## src/rtl/obstacle_motion_ctrl_pkg.sv

```systemverilog
// Shared constants, state encoding and LFSR step function for the obstacle motion controller.
// Positions are in pixels and gaps are in video frames.
package obstacle_motion_ctrl_pkg;

    localparam int SCREEN_WIDTH  = 640;
    localparam int SCREEN_HEIGHT = 480;
    localparam int TICK_LINE     = 480;
    localparam int MIN_GAP       = 30;
    localparam int GAP_BITS      = 6;

    localparam logic [7:0] LFSR_SEED = 8'hA5;
    // Feedback taps for x^8 + x^6 + x^5 + x^4 + 1 (bits 7, 5, 4, 3).
    localparam logic [7:0] LFSR_TAPS = 8'hB8;

    // Wide enough for MIN_GAP + 2^GAP_BITS - 1.
    localparam int GAP_W = $clog2(MIN_GAP + (1 << GAP_BITS));

    typedef enum logic {
        ST_WAIT_GAP = 1'b0,
        ST_MOVE     = 1'b1
    } state_t;

    function automatic logic [7:0] lfsr_next(input logic [7:0] cur);
        return {cur[6:0], ^(cur & LFSR_TAPS)};
    endfunction

endpackage

```

## src/rtl/obstacle_motion_ctrl_lfsr8.sv

```systemverilog
// 8-bit Fibonacci LFSR that advances one position on each cycle where step is high.
// It holds otherwise; only reset reloads the seed.
module lfsr8
    import obstacle_motion_ctrl_pkg::*;
#(
    parameter logic [7:0] SEED = LFSR_SEED
) (
    input  logic       pix_clk,
    input  logic       reset,
    input  logic       step,
    output logic [7:0] q
);

    logic [7:0] q_d;
    logic [7:0] q_q;

    always_comb begin
        q_d = q_q;
        if (step) begin
            q_d = lfsr_next(q_q);
        end
    end

    always_ff @(posedge pix_clk) begin
        if (reset) begin
            q_q <= SEED;
        end else begin
            q_q <= q_d;
        end
    end

    assign q = q_q;

endmodule

```

## src/rtl/obstacle_motion_ctrl.sv

```systemverilog
// Steps the obstacle left once per frame during vertical blanking.
// After it exits the left edge it parks off-screen right for a pseudo-random number of frames.
module obstacle_motion_ctrl
    import obstacle_motion_ctrl_pkg::*;
(
    input  logic             pix_clk,
    input  logic             reset,
    input  logic [9:0]       hcount,
    input  logic [9:0]       vcount,
    input  logic             enable,
    input  logic             restart,
    input  logic [3:0]       speed,
    output logic [9:0]       obstacle_x,
    output logic             obstacle_active,
    output logic             passed_pulse,
    output logic [7:0]       passed_count,
    output state_t           dbg_state,
    output logic [GAP_W-1:0] dbg_gap_cnt,
    output logic [7:0]       dbg_lfsr
);

    localparam logic [9:0]       PARK_X  = 10'(SCREEN_WIDTH);
    localparam logic [9:0]       TICK_V  = 10'(TICK_LINE);
    localparam logic [GAP_W-1:0] GAP_MIN = GAP_W'(MIN_GAP);

    logic             tick_d, tick_q;
    state_t           state_d, state_q;
    logic [9:0]       x_d, x_q;
    logic [GAP_W-1:0] gap_d, gap_q;
    logic             active_d, active_q;
    logic             pulse_d, pulse_q;
    logic [7:0]       count_d, count_q;

    logic             qual_tick;
    logic             lfsr_step;
    logic [7:0]       lfsr_q;

    assign tick_d    = (hcount == 10'd0) && (vcount == TICK_V);
    assign qual_tick = tick_q && enable;
    // A restart swallows a coincident tick entirely, so the LFSR does not advance on it.
    assign lfsr_step = qual_tick && !restart;

    lfsr8 #(
        .SEED (LFSR_SEED)
    ) u_lfsr (
        .pix_clk (pix_clk),
        .reset   (reset),
        .step    (lfsr_step),
        .q       (lfsr_q)
    );

    always_comb begin
        state_d  = state_q;
        x_d      = x_q;
        gap_d    = gap_q;
        active_d = active_q;
        pulse_d  = 1'b0;
        count_d  = count_q;

        if (restart) begin
            state_d  = ST_WAIT_GAP;
            x_d      = PARK_X;
            gap_d    = GAP_MIN;
            active_d = 1'b0;
            count_d  = 8'd0;
        end else if (qual_tick) begin
            case (state_q)
                ST_WAIT_GAP: begin
                    x_d = PARK_X;
                    if (gap_q == '0) begin
                        state_d  = ST_MOVE;
                        active_d = 1'b1;
                    end else begin
                        gap_d = gap_q - 1'b1;
                    end
                end
                ST_MOVE: begin
                    // Exit check uses <= so the subtraction below never goes below 1.
                    if ((speed != 4'd0) && (x_q <= {6'd0, speed})) begin
                        state_d  = ST_WAIT_GAP;
                        x_d      = PARK_X;
                        gap_d    = GAP_MIN + GAP_W'(lfsr_q[GAP_BITS-1:0]);
                        active_d = 1'b0;
                        pulse_d  = 1'b1;
                        if (count_q != 8'hFF) begin
                            count_d = count_q + 8'd1;
                        end
                    end else begin
                        x_d = x_q - {6'd0, speed};
                    end
                end
                default: begin
                    state_d = ST_WAIT_GAP;
                end
            endcase
        end
    end

    always_ff @(posedge pix_clk) begin
        if (reset) begin
            tick_q   <= 1'b0;
            state_q  <= ST_WAIT_GAP;
            x_q      <= PARK_X;
            gap_q    <= GAP_MIN;
            active_q <= 1'b0;
            pulse_q  <= 1'b0;
            count_q  <= 8'd0;
        end else begin
            tick_q   <= tick_d;
            state_q  <= state_d;
            x_q      <= x_d;
            gap_q    <= gap_d;
            active_q <= active_d;
            pulse_q  <= pulse_d;
            count_q  <= count_d;
        end
    end

    assign obstacle_x      = x_q;
    assign obstacle_active = active_q;
    assign passed_pulse    = pulse_q;
    assign passed_count    = count_q;
    assign dbg_state       = state_q;
    assign dbg_gap_cnt     = gap_q;
    assign dbg_lfsr        = lfsr_q;

endmodule
```

## config.mk

```make
export PLATFORM = sky130hd
export DESIGN_NAME = obstacle_motion_ctrl
export DESIGN_NICKNAME = d
export VERILOG_FILES = /design/src/rtl/obstacle_motion_ctrl_pkg.sv /design/src/rtl/obstacle_motion_ctrl_lfsr8.sv /design/src/rtl/obstacle_motion_ctrl.sv
export SDC_FILE = /design/constraint.sdc
export NUM_CORES = 1
export LEC_CHECK = 0
export ABC_CLOCK_PERIOD_IN_PS = 6500
export CORE_UTILIZATION = 50
export CTS_BUF_LIST = sky130_fd_sc_hd__clkbuf_16
export DETAILED_ROUTE_END_ITERATION = 8
export PLACE_DENSITY = 0.85
export SLEW_MARGIN = 20
export SYNTH_ARGS = -nofsm -noshare
export SYNTH_HDL_FRONTEND = slang
export SYNTH_HIERARCHICAL = 1
export SYNTH_SLANG_ARGS = --single-unit
```

## constraint.sdc

```tcl
create_clock -name pix_clk -period 6.5 [get_ports pix_clk]
set_clock_uncertainty 0.05 [all_clocks]
set_input_delay 1.3 -clock pix_clk [delete_from_list [all_inputs] [get_ports pix_clk]]
set_output_delay 1.3 -clock pix_clk [all_outputs]
set_load 0.005 [all_outputs]
```

==> impl_metrics.env <==
export IMPL_outcome="complete, no violations"
export IMPL_fmax_ghz=0.2707
export IMPL_cts_tree="built"
export IMPL_ys_ff_latch=37
export IMPL_ant_nets=0
export IMPL_synth_cell_type_count=51
export IMPL_fin_util_pct=71.77
export IMPL_fin_area_um2=2892
export IMPL_vdd_drop_max_mv=0.1315
export IMPL_fin_total_pwr_mw=0.4805
export IMPL_via_per_inst=5.839
export IMPL_clk_pin_slew_ns=0.05
export IMPL_synth_nets=291
export IMPL_crit_family="simple AND/OR/NAND/NOR gates"
export IMPL_min_period_over_period_pct=56.84
export IMPL_path_max_fanout=16
export IMPL_vias=2137
export IMPL_timing_setup_tns_ns=0
export IMPL_power_leakage_nw=0.9712
export IMPL_nets=352
export IMPL_syn_cell_area_um2=2098
export IMPL_maxCapViolations=0
export IMPL_relSlewSlack_pct=45.43
export IMPL_root_buffer="clkbuf_16"
export IMPL_syn_inst=254
export IMPL_diodes=0
export IMPL_syn_area_per_cell_um2=8.261
export IMPL_numPortBuffers=63
export IMPL_worstMarginPinSlew_ns=0.8155
export IMPL_period_minus_slack_ns=3.694
export IMPL_coreArea_um2=4029
export IMPL_grt_max_degree=24
export IMPL_critPathRequiredTime_ns=6.65
export IMPL_yosys_warnings=6
export IMPL_numClockSinks=37
export IMPL_cts_max_level=2
export IMPL_power_density_nw_per_um2=166.2
export IMPL_synth_edff_count=0
export IMPL_crit_path_max_incr_delay_ns=0.48
export IMPL_dp_hpwl_mm=3.875
export IMPL_placed_area_um2=2755
export IMPL_crit_buf_inv=2
export IMPL_drt_pass1_iterations=4
export IMPL_crit_chain="clkdlybuf4s50_1, inv_1, ha_1, nor2b_1, o311ai_2, nand3_1, or3_1, a21oi_1"
export IMPL_rsz0062_at_grt="false"
export IMPL_whs_ns=0.4221
export IMPL_grt_pass1_vias=1976
export IMPL_initialDrtViolationCount=176
export IMPL_fp_dieH_um=66.78
export IMPL_hold_path_class="register to register"
export IMPL_cts_setup_buffers=0
export IMPL_antenna_found_initial=0
export IMPL_start_kind="primary input"
export IMPL_synthArstFlopShare_pct=0
export IMPL_cp_slowest_cell="clkdlybuf4s50_1"
export IMPL_drive_gt1_share_pct=4.430
export IMPL_ctsLongestPathBuffers=2
export IMPL_hold_viol=0
export IMPL_wirelength_mm=5.271
export IMPL_synthFlopType="dfxtp_1"
export IMPL_synthToLayoutAreaGrowth_pct=37.81
export IMPL_worstPathArrival_ns=3.84
export IMPL_yosysSeqAreaShare_pct=35.30
export IMPL_fp_row_count=23
export IMPL_slew_viol_final=0
export IMPL_dieWidth_um=66.78
export IMPL_cts_hold_fix_buffers=0
export IMPL_crit_type="primary input to register"
export IMPL_track_usage_pct=25.41
export IMPL_drc=0
export IMPL_ctsResizeCount=0
export IMPL_critical_path_endpoint_type="register"
export IMPL_start_util_pct=52.08
export IMPL_pin_count=64
export IMPL_setup_viol=0
export IMPL_cts_buffers=5
export IMPL_grt_overflow=0
export IMPL_grt_first_pass_wirelength_mm=8.645
export IMPL_place_congestion=0.8735
export IMPL_wl_per_cell_um=14.40
export IMPL_insertion_delay_ns=0.28
export IMPL_die_area_um2=4460
==> layout make-up <==
class | instances | area [um^2]
multi-input cells | 195 | 1272
repair buffers | 63 | 630.6
inverters | 13 | 48.80
clock buffers | 5 | 125.1
well taps | 50 | 62.56
flip-flops and latches | 37 | 740.7
clock inverters | 3 | 11.26
fillers | 311 | 1137
==> cells in the mapped netlist, types with 3 or more instances <==
| library cell | n | area share (%) |
|---|---|---|
| o21ai_1 | 6 | 1.4 |
| inv_1 | 13 | 2.3 |
| nor4_1 | 8 | 2.4 |
| dfxtp_1 | 37 | 35 |
| o211ai_1 | 3 | 1.1 |
| mux2i_1 | 8 | 3.8 |
| nand2_1 | 22 | 3.9 |
| xnor2_1 | 5 | 2.1 |
| clkbuf_1 | 7 | 1.3 |
| o21ai_0 | 13 | 3.1 |
| a31oi_1 | 5 | 1.5 |
| o31ai_1 | 4 | 1.4 |
| and3_1 | 3 | 0.89 |
| nor3_1 | 6 | 1.4 |
| ha_1 | 8 | 4.8 |
| a22oi_1 | 3 | 1.1 |
| nor2_1 | 18 | 3.2 |
| or3_1 | 10 | 3.0 |
| nor2b_1 | 3 | 0.89 |
| a21oi_1 | 19 | 4.5 |
| nand3_1 | 6 | 1.4 |
| nand4_1 | 9 | 2.7 |
==> sequential cells by signal, summed over array words and instances (netlist names) <==
register         cells
dbg_gap_cnt          7
dbg_state            1
obstacle_active      1
obstacle_x          10
passed_count         8
passed_pulse         1
tick_q               1
u_lfsr/q             8
==> worst register-to-register path, delay by kind of cell (launching register included) <==
kind / cells / cell delay [ns]
AOI/OAI and AO/OA: 2 / 0.56
buffers and inverters: 1 / 0.06
and+or+nand+nor: 3 / 1.03
DFF: 1 / 0.32
adders and majority gates: 2 / 0.41
==> per-stage QoR <==
stage	setup slack, ns	std cells
finish	2.806	366
CTS	2.793	366
detailed placement	2.524	358
global placement	2.642	358
floorplan	3.339	254
global route	2.528	366
==> final timing paths <==
path / slack (ns) / startpoint / to / cells past startpoint
worst max-delay path: 2.81 / speed[2] / passed_count[5] / 8
worst min-delay path: 0.42 / obstacle_active / obstacle_active / 2
worst max register to register: 3.98 / obstacle_x[0] / passed_count[5] / 8
worst min register to register: 0.42 / obstacle_active / obstacle_active / 2
==> power by group <==
group	switching (mW)	total, mW	internal, mW	leakage (nW)
combinational	0.0119	0.0304	0.0186	0.595
clock	0.0854	0.223	0.138	0.0776
sequential	0.0000000350	0.227	0.227	0.298
total	0.0973	0.480	0.383	0.971
==> metal layers <==
layer / part of all wire, % / GRT usage [%] / routed length, um
met5: 0 / 0 / 0
met1: 44 / 30.35 / 2326
met3: 5.2 / 5.308 / 276
met2: 49 / 44.32 / 2597
met4: 1.3 / 9.043 / 70
==> placed cells by master (no fill, tap or decap), types with 2 or more instances in the layout <==
cell type / instances
inv_1: 16
or3_1: 10
nor2b_1: 3
nand3_1: 6
ha_1: 8
mux2i_1: 8
xnor2_1: 5
o211ai_1: 3
nand2_1: 22
nor3_1: 6
or3b_1: 2
a311oi_1: 2
o21ai_1: 6
xor2_1: 2
o21ai_2: 2
o21ai_0: 13
and2_1: 2
a22oi_1: 3
nand2b_1: 2
clkdlybuf4s50_1: 63
nor4b_1: 2
a31oi_1: 5
a21oi_1: 19
and3_1: 3
dfxtp_1: 37
nor4_1: 8
nor2_1: 18
nand4_1: 9
o31ai_1: 4
clkbuf_16: 5
or4_1: 2
==> cell families (layout without fill, tap and decap cells) <==
family | Yosys count | in the layout | synth area share [%]
DFF | 37 | 37 | 35.30
xor gates and xnor gates | 7 | 7 | 2.922
muxes | 8 | 8 | 3.816
adders and majority gates | 9 | 9 | 5.725
and+or+nand+nor | 107 | 107 | 28.80
buffers and inverters | 22 | 84 | 4.055
AOI/OAI and AO/OA | 64 | 64 | 19.38
Note: power is estimated with default switching activity, not from simulation.
